**config.mk**
```make
export PLATFORM = sky130hd
export DESIGN_NAME = dct8_mac_engine
export DESIGN_NICKNAME = d
export VERILOG_FILES = /design/src/rtl/dct8_mac_engine.sv
export SDC_FILE = /design/constraint.sdc
export NUM_CORES = 1
export LEC_CHECK = 0
export ABC_AREA = 1
export CAP_MARGIN = 20
export CORE_ASPECT_RATIO = 1.4
export CORE_MARGIN = 3
export CORE_UTILIZATION = 40
export DETAILED_ROUTE_END_ITERATION = 10
export GPL_ROUTABILITY_DRIVEN = 0
export PLACE_DENSITY_LB_ADDON = 0.3
export SLEW_MARGIN = 20
export SYNTH_ARGS = -nofsm -noshare
export SYNTH_HDL_FRONTEND = slang
export SYNTH_SLANG_ARGS = --single-unit
```
**constraint.sdc**
```tcl
create_clock -name clk -period 4.13 [get_ports clk]
set_clock_uncertainty 0.15 [all_clocks]
set_input_delay 0.826 -clock clk [delete_from_list [all_inputs] [get_ports clk]]
set_output_delay 0.826 -clock clk [all_outputs]
set_load 0.01 [all_outputs]
```
**src/rtl/dct8_mac_engine.sv**
```systemverilog
// dct8_mac_engine: 8-point DCT-II computed sequentially with one external multiplier and a saturating accumulator.
// Define DCT_LEVEL_SHIFT_EN to store each sample as in_data-128 (JPEG level shift).
module dct8_mac_engine #(
  parameter int IN_W    = 32,
  parameter int CONST_W = 16
) (
  input  logic                      clk,
  input  logic                      rst_n,
  input  logic                      in_valid,
  output logic                      in_ready,
  input  logic signed [IN_W-1:0]    in_data,
  output logic signed [IN_W-1:0]    mul_a,
  output logic signed [CONST_W-1:0] mul_b,
  input  logic signed [IN_W-1:0]    mul_p,
  output logic                      out_valid,
  input  logic                      out_ready,
  output logic signed [IN_W-1:0]    out_data,
  output logic [2:0]                out_index
);
  typedef enum logic [1:0] {LOAD, CALC, OUT} state_t;
  state_t state, state_nx;
  logic [2:0] n, k;
  logic live, take;
  logic signed [IN_W-1:0] x [8];
  logic signed [IN_W-1:0] sample, sat;
  logic signed [IN_W+2:0] acc;
  logic signed [CONST_W-1:0] rom [64];
  // Cosine table in Q15 (32767 full scale), folded by symmetry from the angle index m = (2n+1)k mod 32.
  function automatic int coef_q15(int kk, int nn);
    int m, c;
    bit neg;
    m = ((2 * nn + 1) * kk) % 32;
    m = (m > 16) ? 32 - m : m;
    neg = m > 8;
    m = neg ? 16 - m : m;
    case (m)
      1: c = 16069;
      2: c = 15136;
      3: c = 13622;
      4: c = 11585;
      5: c = 9102;
      6: c = 6270;
      7: c = 3196;
      default: c = 0;
    endcase
    return (kk == 0) ? 11585 : (neg ? -c : c);
  endfunction
  function automatic longint scale(int v);
    return (longint'(v) * ((longint'(1) <<< (CONST_W - 1)) - longint'(1)) +
            (v < 0 ? -longint'(16383) : longint'(16383))) / longint'(32767);
  endfunction
  for (genvar i = 0; i < 64; i++) begin : g_rom
    localparam logic signed [CONST_W-1:0] C = CONST_W'(scale(coef_q15(i / 8, i % 8)));
    assign rom[i] = C;
  end
`ifdef DCT_LEVEL_SHIFT_EN
  assign sample = in_data - IN_W'(128);
`else
  assign sample = in_data;
`endif
  assign take = in_valid && in_ready;
  assign sat = (&acc[IN_W+2:IN_W-1] || ~|acc[IN_W+2:IN_W-1]) ? acc[IN_W-1:0]
             : {acc[IN_W+2], {(IN_W-1){~acc[IN_W+2]}}};
  always_ff @(posedge clk or negedge rst_n)
    if (!rst_n) state <= LOAD;
    else state <= state_nx;
  always_comb
    state_nx = (state == LOAD) ? ((take && n == 3'd7) ? CALC : LOAD)
             : (state == CALC) ? ((n == 3'd7) ? OUT : CALC)
             : out_ready ? ((k == 3'd7) ? LOAD : CALC) : OUT;
  always_comb begin
    in_ready  = state == LOAD && live;
    mul_a     = (state == CALC) ? x[n] : '0;
    mul_b     = (state == CALC) ? rom[{k, n}] : '0;
    out_valid = state == OUT;
    out_data  = (state == OUT) ? sat : '0;
    out_index = (state == OUT) ? k : '0;
  end
  always_ff @(posedge clk or negedge rst_n)
    if (!rst_n) begin
      n    <= '0;
      k    <= '0;
      acc  <= '0;
      live <= 1'b0;
    end else begin
      live <= 1'b1;
      if (state == LOAD && take) n <= n + 3'd1;
      if (state == CALC) begin
        n   <= n + 3'd1;
        acc <= ((n == 3'd0) ? '0 : acc) + {{3{mul_p[IN_W-1]}}, mul_p};
      end
      if (state == OUT && out_ready) k <= k + 3'd1;
    end
  always_ff @(posedge clk)
    if (state == LOAD && take) x[n] <= sample;
endmodule

```
==> PnR_summary.wiki <==
{| class="wikitable"
! Metric !! Value
|-
| Pin count of the biggest net entering global routing || approximately 130
|-
| Number of H-tree levels || 1
|-
| Top post-synthesis cells by area || sky130_fd_sc_hd__edfxtp_1, sky130_fd_sc_hd__nor2_1, sky130_fd_sc_hd__dfrtp_1, sky130_fd_sc_hd__nand2_1, sky130_fd_sc_hd__o21ai_0
|-
| Number of slew-limit violations in the final report || 0
|-
| Worst Setup Start Kind || register
|-
| Busiest layer in global routing || met2
|-
| Global routing met3 resource utilization || between 3 and 4%
|-
| Worst hold slack || 104 ps
|-
| Clock transition at path regs || about 60 ps
|-
| DIE AREA || around 0.041 sq mm
|-
| Register bit count reported by yosys || 300
|-
| Detailed-routing iteration count for the pre-antenna-repair pass || 5
|-
| Tightest Pin Transition || 606 ps
|-
| Layout cells sized above 1 || between 6 and 7%
|-
| Initial core utilization || about two fifths
|-
| GRT met2 Usage || between 30 and 40%
|-
| Clock buffers created by TritonCTS || 30
|-
| Number of enable flip-flop cells after synthesis || about 260
|-
| CP Class || reg2out
|-
| Seq/Total Area, Yosys || roughly 56%
|-
| Grt met1 use || 23.5%
|-
| Total congestion overflow after global routing || 0
|-
| Via density per instance || roughly 5.3
|-
| Growth of design area from synthesis to finish || 20.2%
|-
| Ys async rst share || about 15%
|-
| Commonest non-fill, non-tap cell in the layout || sky130_fd_sc_hd__nor2_1
|-
| Post-layout net count || around 2000
|-
| Total power consumption of the routed design || 13.3 mW
|-
| Data arrival at the endpoint of the critical path || about 3000 ps
|-
| Hold Vio Cnt, Final || 0
|-
| Max VDD drop || roughly 380 uV
|-
| Total negative slack for setup checks || 0 ps
|-
| Number of port buffers || between 150 and 200
|-
| Origin of the critical flop-to-flop path || n[0]
|-
| Worst-path fanout max || 13
|-
| Total global routing track utilization || 19.8%
|-
| Count of maximum capacitance violations || 0
|-
| DRC Markers || 0
|-
| Highest achievable clock rate || 249 MHz
|-
| Max-Slew Margin vs Limit || about three fifths
|-
| Min-delay worst type || in2async
|-
| Endpoint of the worst register-to-register path || acc[29]
|-
| Hpwl dp || roughly 26000 microns
|-
| Number of distinct library cells after synthesis || 44
|-
| Wire length of the first global-routing pass || around 66000 microns
|-
| Time the worst path needs with I/O delays and setup || approximately 4000 ps
|-
| Starting DRC count in detailed routing || between 800 and 900
|-
| Leakage || slightly above 7 nW
|-
| Main flop type after synthesis || sky130_fd_sc_hd__edfxtp_1
|-
| Number of antenna repair diodes || 0
|-
| Clock tree from TritonCTS || built
|-
| Number of endpoints failing setup at the final stage || 0
|-
| Warnings, synthesis || 0
|-
| Post-synth net total || 1840
|-
| Standard-cell rows || 84
|-
| Fill cell instance count of the final layout || 3555
|-
| R2R setup slack || around 630 ps
|-
| Area share of the largest cell type after synthesis || between 40% and 50%
|-
| Kind of end point of the critical path || primary output
|-
| Cell chosen for the clock root || sky130_fd_sc_hd__clkbuf_16
|-
| Layout Utilization || 49.3%
|-
| Die width || roughly 170 microns
|-
| Number of cells on the worst reg-to-reg path || 16
|-
| Later-pin clock latency in the skew report || around 560 ps
|-
| Hold buffer count at cts || 0
|-
| # IOs || ~150
|-
| Avg Synthesized Cell Area || slightly above 9 sq um
|-
| PwrDens || ~710 mW/mm^2
|-
| Status || complete, no violations
|-
| Maximum root-to-sink buffer count || 3
|-
| Number of global-route vias before repair || between 10000 and 15000
|-
| Post-Syn Instances || between 1500 and 2000
|-
| Biggest area consumer among synthesized cells || sky130_fd_sc_hd__edfxtp_1
|-
| Antenna viol nets, final || 0
|-
| Area of the mapped netlist || 0.0156 sq mm
|-
| Total wirelength of the detailed-routed design || 42700 microns
|-
| Routed len/inst || ~18 microns
|-
| Setup crit end || mul_b[7]
|-
| Data required time at the worst endpoint || about 3200 ps
|-
| Most frequent cells in the layout || sky130_fd_sc_hd__nor2_1, sky130_fd_sc_hd__nand2_1, sky130_fd_sc_hd__edfxtp_1
|-
| Vias after detailed routing || around 13000
|-
| Antenna violations before repair || 0
|-
| Startpoint of the most critical setup path || n[0]
|-
| Number of clock sinks || 300
|-
| Area of the core region || between 0.03 and 0.04 sq mm
|-
| Portion of the clock cycle consumed by the worst path in the final layout || 97.1%
|-
| Setup repair after global routing missed its margin || yes
|-
| Height of the die || roughly 240 microns
|}
==> power breakdown <==
part / total (mW) / switching (mW) / leakage (nW) / internal (mW)
Combinational: 6.80 / 4.51 / 4.01 / 2.29
Sequential: 3.91 / 0.224 / 2.81 / 3.69
Clock: 2.54 / 1.11 / 0.439 / 1.43
==> synthesized netlist by cell type, types with 3 or more instances <==
cell and instances:
sky130_fd_sc_hd__a211oi_1 3, sky130_fd_sc_hd__a21oi_1 95, sky130_fd_sc_hd__a31oi_1 34, sky130_fd_sc_hd__buf_2 29
sky130_fd_sc_hd__buf_4 7, sky130_fd_sc_hd__clkbuf_1 47, sky130_fd_sc_hd__dfrtp_1 44, sky130_fd_sc_hd__edfxtp_1 256
sky130_fd_sc_hd__ha_1 48, sky130_fd_sc_hd__inv_1 154, sky130_fd_sc_hd__inv_2 7, sky130_fd_sc_hd__nand2_1 290
sky130_fd_sc_hd__nand2_2 15, sky130_fd_sc_hd__nand3_1 49, sky130_fd_sc_hd__nand3b_1 4, sky130_fd_sc_hd__nor2_1 306
sky130_fd_sc_hd__nor2_2 5, sky130_fd_sc_hd__nor3_1 15, sky130_fd_sc_hd__nor3_2 4, sky130_fd_sc_hd__o211ai_1 4
sky130_fd_sc_hd__o21ai_0 180, sky130_fd_sc_hd__o21ai_1 47, sky130_fd_sc_hd__o21bai_1 3, sky130_fd_sc_hd__o22ai_1 38
sky130_fd_sc_hd__xnor2_1 13, sky130_fd_sc_hd__xor2_1 3
==> state kept, by name, indices dropped and copies added, names as in the netlist <==
register / flops
acc: 35
k: 3
live: 1
n: 3
state: 2
x: 256
==> cell type report <==
| cell class | instances | area (sq um) | share of cell area, % |
|---|---|---|---|
| Clock inverter | 14 | 110 | 0.587 |
| Inverter | 162 | 612 | 3.26 |
| Clock buffer | 37 | 798 | 4.26 |
| Timing Repair Buffer | 186 | 1900 | 10.1 |
| Multi-Input combinational cell | 1174 | 5890 | 31.4 |
| Tap cell | 516 | 646 | 3.44 |
| Sequential cell | 300 | 8790 | 46.9 |
==> worst min-delay path by stage <==
stage	cells past startpoint	slack [ps]	endpoint	startpoint
final	1	100	acc[7]	rst_n
after global placement	2	340	acc[26]	acc[26]
after CTS	1	100	acc[11]	rst_n
after detailed placement	2	350	acc[26]	acc[26]
after global routing	1	120	acc[11]	rst_n
after floorplan	2	320	acc[21]	acc[21]
==> critical path: stages (launching register included) <==
cell                              delay [ps]
sky130_fd_sc_hd__dfrtp_4                 540
sky130_fd_sc_hd__clkinv_2                130
sky130_fd_sc_hd__ha_2                    210
sky130_fd_sc_hd__nand2_1                 210
sky130_fd_sc_hd__inv_4                   230
sky130_fd_sc_hd__o21ai_0                 100
sky130_fd_sc_hd__nand2_1                  90
sky130_fd_sc_hd__a21oi_1                  70
sky130_fd_sc_hd__nor3_1                  280
sky130_fd_sc_hd__clkdlybuf4s50_1         620
==> kinds of logic (layout without fill, tap and decap cells) <==
kind of cell	after synthesis	count (layout)	synth area share, %
AND/OR/NAND/NOR	695	695	18.1
XOR/XNOR	16	16	0.899
other	1	1	0.0240
buffers and inverters	249	399	6.49
AO/OA/AOI/OAI	413	413	14.2
adder cells (fa/ha/maj)	49	49	3.98
flip-flops	300	300	56.4
==> repair_timing <==
action / CTS / global route
endpoints found under the setup margin: 12 / 15
buffers inserted: 0 / 0
resized for setup: 6 / 18
cloned: 1 / 1
==> through the flow <==
stage / setup slack [ps] / std cells / cell area [sq um]
global route: -14.4 / 2389 / 18700
global placement: 453 / 2336 / 17700
floorplan: 789 / 1723 / 15600
finish: 118 / 2389 / 18700
detailed placement: 413 / 2336 / 17700
CTS: 14.6 / 2388 / 18700
==> per-layer routing <==
layer / part of all wire, % / routed length (microns) / up-vias
li1: - / - / 6142
met4: 3.2 / 1370 / 0
met1: 40 / 17300 / 5894
met3: 5.8 / 2500 / 98
met2: 50 / 21500 / 430
met5: 0 / 0 / -
No activity file was read; power rests on OpenSTA's default activity.
